### config.mk
export PLATFORM = sky130hd
export DESIGN_NAME = md_seq
export DESIGN_NICKNAME = d
export VERILOG_FILES = /design/src/rtl/md_pkg.sv /design/src/rtl/md_step.sv /design/src/rtl/md_seq.sv
export SDC_FILE = /design/constraint.sdc
export NUM_CORES = 1
export LEC_CHECK = 0
export CORE_UTILIZATION = 33
export DETAILED_ROUTE_END_ITERATION = 8
export HOLD_SLACK_MARGIN = 0.06
export SLEW_MARGIN = 10
export SYNTH_ARGS = -nofsm -noshare
export SYNTH_HDL_FRONTEND = slang
export SYNTH_SLANG_ARGS = --single-unit
### constraint.sdc
create_clock -name clk -period 4.5 [get_ports clk]
set_input_delay 0.45 -clock clk [delete_from_list [all_inputs] [get_ports clk]]
set_output_delay 0.45 -clock clk [all_outputs]
set_load 0.05 [all_outputs]
### src/rtl/md_pkg.sv
// Shared types and constants for the md_seq RV32M multiply/divide sequencer.
// Build option: SIGNED_DIV_EN enables signed DIV/REM (otherwise those ops are illegal).
package md_pkg;

    localparam int unsigned MD_DATA_WIDTH = 32;
    localparam int unsigned MD_CNT_W      = $clog2(MD_DATA_WIDTH);

    typedef enum logic [2:0] {
        OP_MUL    = 3'b000,
        OP_MULH   = 3'b001,
        OP_MULHSU = 3'b010,
        OP_MULHU  = 3'b011,
        OP_DIV    = 3'b100,
        OP_DIVU   = 3'b101,
        OP_REM    = 3'b110,
        OP_REMU   = 3'b111
    } md_op_e;

    typedef enum logic [1:0] {
        IDLE,
        RUN,
        DONE
    } md_state_e;

    // Ops this build cannot execute; they complete early with resp_illegal.
    function automatic logic md_op_illegal(input md_op_e op);
        logic ill;
        case (op)
            OP_MULH, OP_MULHSU: ill = 1'b1;
`ifdef SIGNED_DIV_EN
            OP_DIV, OP_REM:     ill = 1'b0;
`else
            OP_DIV, OP_REM:     ill = 1'b1;
`endif
            default:            ill = 1'b0;
        endcase
        return ill;
    endfunction

endpackage

### src/rtl/md_step.sv
// One iteration of shift-add multiply or restoring divide on the shared accumulator.
// Multiply acc = {carry, hi, lo(multiplier)}; divide acc = {rem[W:0], quotient/dividend}.
module md_step
    import md_pkg::*;
#(
    parameter int unsigned DATA_WIDTH = MD_DATA_WIDTH
) (
    input  logic [2*DATA_WIDTH:0]   acc_i,
    input  logic [DATA_WIDTH-1:0]   opnd_i,
    input  logic                    div_i,
    output logic [2*DATA_WIDTH:0]   acc_o
);
    localparam int unsigned W = DATA_WIDTH;

    logic [W-1:0] lo;
    logic [W:0]   mul_sum;
    logic [W:0]   div_shift;
    logic [W:0]   div_diff;

    always_comb begin
        lo        = acc_i[W-1:0];
        mul_sum   = acc_i[2*W:W] + (lo[0] ? {1'b0, opnd_i} : '0);
        div_shift = {acc_i[2*W-1:W], lo[W-1]};
        div_diff  = div_shift - {1'b0, opnd_i};
        if (div_i) begin
            // Restore (keep the shifted remainder) when the trial subtraction goes negative.
            if (!div_diff[W]) begin
                acc_o = {div_diff, lo[W-2:0], 1'b1};
            end else begin
                acc_o = {div_shift, lo[W-2:0], 1'b0};
            end
        end else begin
            acc_o = {1'b0, mul_sum, lo[W-1:1]};
        end
    end

endmodule

### src/rtl/md_seq.sv
// Multi-cycle RV32M multiply/divide sequencer running beside the execute-stage ALU.
// Build option: define SIGNED_DIV_EN to support signed DIV/REM with sign fix-up.
module md_seq
    import md_pkg::*;
#(
    parameter int unsigned DATA_WIDTH = MD_DATA_WIDTH
) (
    input  logic                  clk,
    input  logic                  rst,
    input  logic                  req_valid,
    output logic                  req_ready,
    input  logic [2:0]            req_op,
    input  logic [DATA_WIDTH-1:0] req_a,
    input  logic [DATA_WIDTH-1:0] req_b,
    input  logic                  flush,
    output logic                  busy,
    output logic                  resp_valid,
    output logic [DATA_WIDTH-1:0] resp_data,
    output logic                  resp_illegal
);
    localparam int unsigned W     = DATA_WIDTH;
    localparam int unsigned AW    = 2 * DATA_WIDTH + 1;
    localparam int unsigned CNT_W = $clog2(DATA_WIDTH);
    localparam logic [CNT_W-1:0] LAST_CNT = CNT_W'(DATA_WIDTH - 1);
`ifdef SIGNED_DIV_EN
    localparam logic [W-1:0] MIN_NEG = {1'b1, {(W-1){1'b0}}};
`endif

    md_state_e        state_q, state_d;
    logic [CNT_W-1:0] count_q, count_d;
    logic             div_q, div_d;
    logic             hi_q, hi_d;
    logic             illegal_q, illegal_d;
    logic             early_q, early_d;
    logic [W-1:0]     opnd_q, opnd_d;
    logic [W-1:0]     result_q, result_d;
    logic [AW-1:0]    acc_q, acc_d;
    logic [AW-1:0]    acc_nxt;
`ifdef SIGNED_DIV_EN
    logic             neg_q, neg_d;
    logic             sgn_in;
`endif

    md_op_e       op_in;
    logic         accept;
    logic         is_div_in;
    logic         ill_in;
    logic         dz_in;
    logic         ovf_in;
    logic [W-1:0] a_mag;
    logic [W-1:0] b_mag;
    logic [W-1:0] early_res;
    logic [W-1:0] res_raw;
    logic [W-1:0] res_fix;

    assign req_ready    = (state_q == IDLE) && !flush;
    assign accept       = req_valid && req_ready;
    assign busy         = (state_q != IDLE);
    assign resp_valid   = (state_q == DONE) && !flush;
    assign resp_data    = resp_valid ? result_q : '0;
    assign resp_illegal = resp_valid && illegal_q;

    md_step #(.DATA_WIDTH(DATA_WIDTH)) u_step (
        .acc_i  (acc_q),
        .opnd_i (opnd_q),
        .div_i  (div_q),
        .acc_o  (acc_nxt)
    );

    // Request decode: operand magnitudes and the result of any early-out case.
    always_comb begin
        op_in     = md_op_e'(req_op);
        is_div_in = req_op[2];
        ill_in    = md_op_illegal(op_in);
        dz_in     = is_div_in && (req_b == '0);
        ovf_in    = 1'b0;
        a_mag     = req_a;
        b_mag     = req_b;
        early_res = '0;
`ifdef SIGNED_DIV_EN
        sgn_in = (op_in == OP_DIV) || (op_in == OP_REM);
        neg_d  = neg_q;
        if (sgn_in) begin
            ovf_in = (req_a == MIN_NEG) && (&req_b);
            if (req_a[W-1]) a_mag = -req_a;
            if (req_b[W-1]) b_mag = -req_b;
        end
        if (accept) begin
            neg_d = sgn_in && (req_op[1] ? req_a[W-1] : (req_a[W-1] ^ req_b[W-1]));
        end
        if (!ill_in && ovf_in && !req_op[1]) early_res = MIN_NEG;
`endif
        // op bit 1 selects remainder over quotient for divide-by-zero.
        if (!ill_in && dz_in) early_res = req_op[1] ? req_a : '1;
    end

    // op bit 1 selects the high product half / remainder on the final iteration.
    always_comb begin
        res_raw = hi_q ? acc_nxt[2*W-1:W] : acc_nxt[W-1:0];
        res_fix = res_raw;
`ifdef SIGNED_DIV_EN
        if (neg_q) res_fix = -res_raw;
`endif
    end

    always_comb begin
        state_d   = state_q;
        count_d   = count_q;
        div_d     = div_q;
        hi_d      = hi_q;
        illegal_d = illegal_q;
        early_d   = early_q;
        opnd_d    = opnd_q;
        result_d  = result_q;
        acc_d     = acc_q;

        case (state_q)
            IDLE: begin
                if (accept) begin
                    div_d     = is_div_in;
                    hi_d      = req_op[1];
                    illegal_d = ill_in;
                    early_d   = ill_in || dz_in || ovf_in;
                    result_d  = early_res;
                    opnd_d    = is_div_in ? b_mag : req_a;
                    acc_d     = {(W + 1)'(0), is_div_in ? a_mag : req_b};
                    count_d   = '0;
                    state_d   = RUN;
                end
            end
            RUN: begin
                if (flush) begin
                    state_d = IDLE;
                end else if (early_q) begin
                    // Early-out result was captured at accept; skip the iterations.
                    state_d = DONE;
                end else begin
                    acc_d   = acc_nxt;
                    count_d = count_q + CNT_W'(1);
                    if (count_q == LAST_CNT) begin
                        result_d = res_fix;
                        state_d  = DONE;
                    end
                end
            end
            DONE: begin
                state_d = IDLE;
            end
            default: begin
                state_d = IDLE;
            end
        endcase
    end

    always_ff @(posedge clk or posedge rst) begin
        if (rst) begin
            state_q   <= IDLE;
            count_q   <= '0;
            div_q     <= 1'b0;
            hi_q      <= 1'b0;
            illegal_q <= 1'b0;
            early_q   <= 1'b0;
            opnd_q    <= '0;
            result_q  <= '0;
            acc_q     <= '0;
        end else begin
            state_q   <= state_d;
            count_q   <= count_d;
            div_q     <= div_d;
            hi_q      <= hi_d;
            illegal_q <= illegal_d;
            early_q   <= early_d;
            opnd_q    <= opnd_d;
            result_q  <= result_d;
            acc_q     <= acc_d;
        end
    end

`ifdef SIGNED_DIV_EN
    always_ff @(posedge clk or posedge rst) begin
        if (rst) begin
            neg_q <= 1'b0;
        end else begin
            neg_q <= neg_d;
        end
    end
`endif

endmodule

==> results.cfg <==
[route]
post-route-drc-count = 0
drtIter0Drc = 1092
vias_per_cell = 5.94
antenna_left = 0
wl_per_cell_um = 22.4
totalWireLength_um = 48100
vias = 12700
dr.pass1.iters = 5

[clock_network]
cts_sinks = 140
clock_latency_ns = 0.44
cts_buffers = 17
cts_root_buffer = clkbuf_16
clkSlewWorstSetupHoldPaths_ns = 0.07
cts_max_level = 4
clk_path_buf_depth = 2
cts_tree = built

[timing]
hold_viol = 0
setup_violations = 0
fin_crit_sh_pct = 94.3
finalWorstSetupSlack_ns = 0.257
drv_slew = 0
clock.fmax_mhz = 236
worstMarginPinSlew_ns = 1.06
skew_ns = 0.0129
min_period_ns = 4.24
max_slew_margin_pct = 29.4

[setup_path]
startpoint_type = flip-flop
crit_top_cell = o21ai_0
endpoint_kind = flip-flop
critical-path-slowest-cell = nor3_1
crit_chain = inv_1 -> ha_1 -> inv_1 -> fa_1 -> a211oi_2 -> o21ai_1 -> a32oi_2 -> a211oi_2 -> o211ai_1 -> o21ai_0 -> a21o_1 -> a21o_1 -> ha_2 -> buf_12 -> and4_1 -> o31a_2 -> nor3_1 -> o21ai_0 -> o21ai_0
rr_worst_depth = 19
rr_startpoint = acc_q[31]$_DFFE_PP0P_
crit_arrival_ns = 4.59
critical_path_class = flip-flop to flip-flop
r2r_slack_ns = 0.26
regToRegEndpoint = acc_q[49]$_DFFE_PP0P_
cp_max_fo = 27
crit_path_max_incr_delay_ns = 0.44
crit_required_ns = 4.85

[floorplan]
die_area_sq_um = 38600
die_h_um = 197
coreArea_sq_um = 37000
io_pins = 107
num_rows = 70
start_util_pct = 33.8
die_x_um = 197

[finish]
layout-drive-gt1-share_pct = 8.79
fin_cells = 2142
area.growth.synth_to_final_pct = 17.7
nNetsFinal = 1765
antenna_cells = 0
nFillCells = 3891

[logic_synthesis]
synth_cells = 1558
synthSimpleGateAreaFrac_pct = 19.9
synth_top_family_by_area = compound AO/OA/AOI/OAI gates
synth_edf_count = 0
synth-compound-area-share_pct = 27.9
synth_xor_area_share_pct = 2.60
synth-seq-cells = 140
syn_nets = 1698
synthDominantCellAreaShare_pct = 28.1
yosysWarnings = 0
synth_cell_types = 94
synthAdderAreaFrac_pct = 7.03
syn_area_per_cell_sq_um = 8.01
syn-cell-area_sq_um = 12500
yosys.area.top_type = dfrtp_1
ys_dominant_reg_cell = dfrtp_1
synthTopCellsByArea = dfrtp_1 (28%), o21ai_0 (7.0%), ha_1 (6.7%), mux2i_1 (6.6%), nand2_1 (5.3%)
seq_area_frac_synth_pct = 28.1
async_flop_share_pct = 100
synthMuxAreaShare_pct = 8.74

[placed_design]
portBuffers = 106
routabilityCongestion = 0.946
place_ws_ns = 0.0712
dpl.hpwl_um = 36000
place_inst = 2109

[power]
ir_drop_mv = 0.292
pwr_density_cell_nw_per_um2 = 495
p_total_mw = 7.27
leakagePower_nw = 6.40

[outcome]
status = complete, no violations

[hold_path]
hold_depth = 2
worstHoldEndpoint = illegal_q$_DFFE_PP0P_
min_path_type = flip-flop to flip-flop
hp-start = illegal_q$_DFFE_PP0P_

[global_route]
grt_pass1_vias = 12200
grt_max_degree = 79
grt_util_all_layers_pct = 24.9
grt_overflow = 0
antenna_found_initial = 3
grt_pass1_wl_um = 73700

[run]
maxCapViolations = 0
==> final cells by class <==
| class | count | area [sq um] | share of cell area (%) |
|---|---|---|---|
| multi-input cells | 1252 | 8310 | 56.5 |
| repair buffers | 154 | 1450 | 9.85 |
| clock buffers | 18 | 439 | 2.99 |
| inverters | 60 | 230 | 1.57 |
| clock inverters | 14 | 136 | 0.928 |
| flip-flops and latches | 140 | 3510 | 23.9 |
| well taps | 504 | 631 | 4.29 |
==> layer usage <==
layer | GRT usage, % | routed length (um) | vias up | part of all wire [%]
met5 | 0 | 0 | - | 0
met1 | 35.0 | 21700 | 6221 | 45
li1 | - | - | 5825 | -
met3 | 4.33 | 3610 | 91 | 7.5
met2 | 37.9 | 21200 | 593 | 44
met4 | 9.17 | 1570 | 0 | 3.3
==> cells by family after synthesis <==
group                      Yosys count
AOI/OAI and AO/OA                  535
xor gates and xnor gates            37
adders and majority gates           69
buffers and inverters              166
DFF                                140
muxes                              104
and+or+nand+nor                    507
==> how the worst max path moves through the flow <==
stage / from / endpoint / slack (ns) / cells past startpoint
2_1_floorplan: rst / acc_q[0]$_DFFE_PP0P_ / 0.30 / 1
3_3_place_gp: acc_q[31]$_DFFE_PP0P_ / result_q[28]$_DFFE_PP0P_ / 0.23 / 20
3_5_place_dp: acc_q[31]$_DFFE_PP0P_ / result_q[28]$_DFFE_PP0P_ / 0.07 / 20
4_1_cts: acc_q[31]$_DFFE_PP0P_ / result_q[28]$_DFFE_PP0P_ / 0.05 / 20
5_1_grt: acc_q[31]$_DFFE_PP0P_ / result_q[26]$_DFFE_PP0P_ / -0.003 / 20
6_report: acc_q[31]$_DFFE_PP0P_ / acc_q[49]$_DFFE_PP0P_ / 0.26 / 19
==> power breakdown <==
part	switching (mW)	leakage (nW)	total [mW]	internal [mW]
Combinational	2.44	4.33	3.93	1.49
Clock	0.650	0.273	1.44	0.787
Sequential	0.349	1.80	1.90	1.55
==> stage by stage <==
stage | util (%) | hold WS (ns) | TNS (ns) | cell area [sq um]
finish | 39.8 | 0.479 | 0 | 14700
global route | 39.8 | 0.519 | -0.00293 | 14700
CTS | 39.7 | 0.483 | 0 | 14700
detailed placement | 38.1 | 0.468 | 0 | 14100
global placement | 38.1 | 0.461 | 0 | 14100
floorplan | - | 0.442 | 0 | 12500
==> cell usage in the layout (no fill, tap or decap), types with 19 or more instances in the layout <==
master,netlist,final
nand2_1,176,175
o211ai_1,26,26
nor2_1,107,105
o21ai_0,175,174
a31oi_1,22,22
a21oi_1,103,103
nor3_1,20,19
xnor2_1,19,19
inv_1,60,58
mux2i_1,82,82
clkdlybuf4s50_1,0,105
nand4_1,20,20
mux2_2,19,19
a21o_1,37,37
buf_4,2,46
ha_1,67,66
and2_1,73,73
a211oi_1,31,30
dfrtp_1,140,139
==> timing repair <==
action | 4_1_cts | 5_1_grt
hold buffers | 0 | 0
buffers inserted | 0 | 1
setup endpoints to repair | 0 | 40
resized for setup | 0 | 8
==> registers in the layout, indices dropped and copies added, names as in the netlist <==
register / cells
early_q: 1
result_q: 32
hi_q: 1
acc_q: 65
count_q: 5
state_q: 2
div_q: 1
opnd_q: 32
illegal_q: 1
==> Yosys cell counts (13+ instances only) <==
| master | count |
|---|---|
| nand2_1 | 176 |
| o21ai_0 | 175 |
| dfrtp_1 | 140 |
| nor2_1 | 107 |
| a21oi_1 | 103 |
| mux2i_1 | 82 |
| clkbuf_1 | 78 |
| and2_1 | 73 |
| ha_1 | 67 |
| inv_1 | 60 |
| a21o_1 | 37 |
| a211oi_1 | 31 |
| o211ai_1 | 26 |
| a31oi_1 | 22 |
| nand4_1 | 20 |
| nor3_1 | 20 |
| mux2_2 | 19 |
| xnor2_1 | 19 |
| nand3_1 | 18 |
| nor2b_1 | 18 |
| xor2_1 | 18 |
| o21a_1 | 15 |
| nor4_1 | 14 |
| o31ai_1 | 13 |
==> worst max-delay path, delay by kind of cell (launching register included) <==
family / cells / cell delay [ns]
buf+inv: 3 / 0.30
fa+ha+maj: 3 / 0.89
simple gates: 2 / 0.64
compound gates: 11 / 1.94
flops: 1 / 0.38
Note: power is estimated with default switching activity, not from simulation.
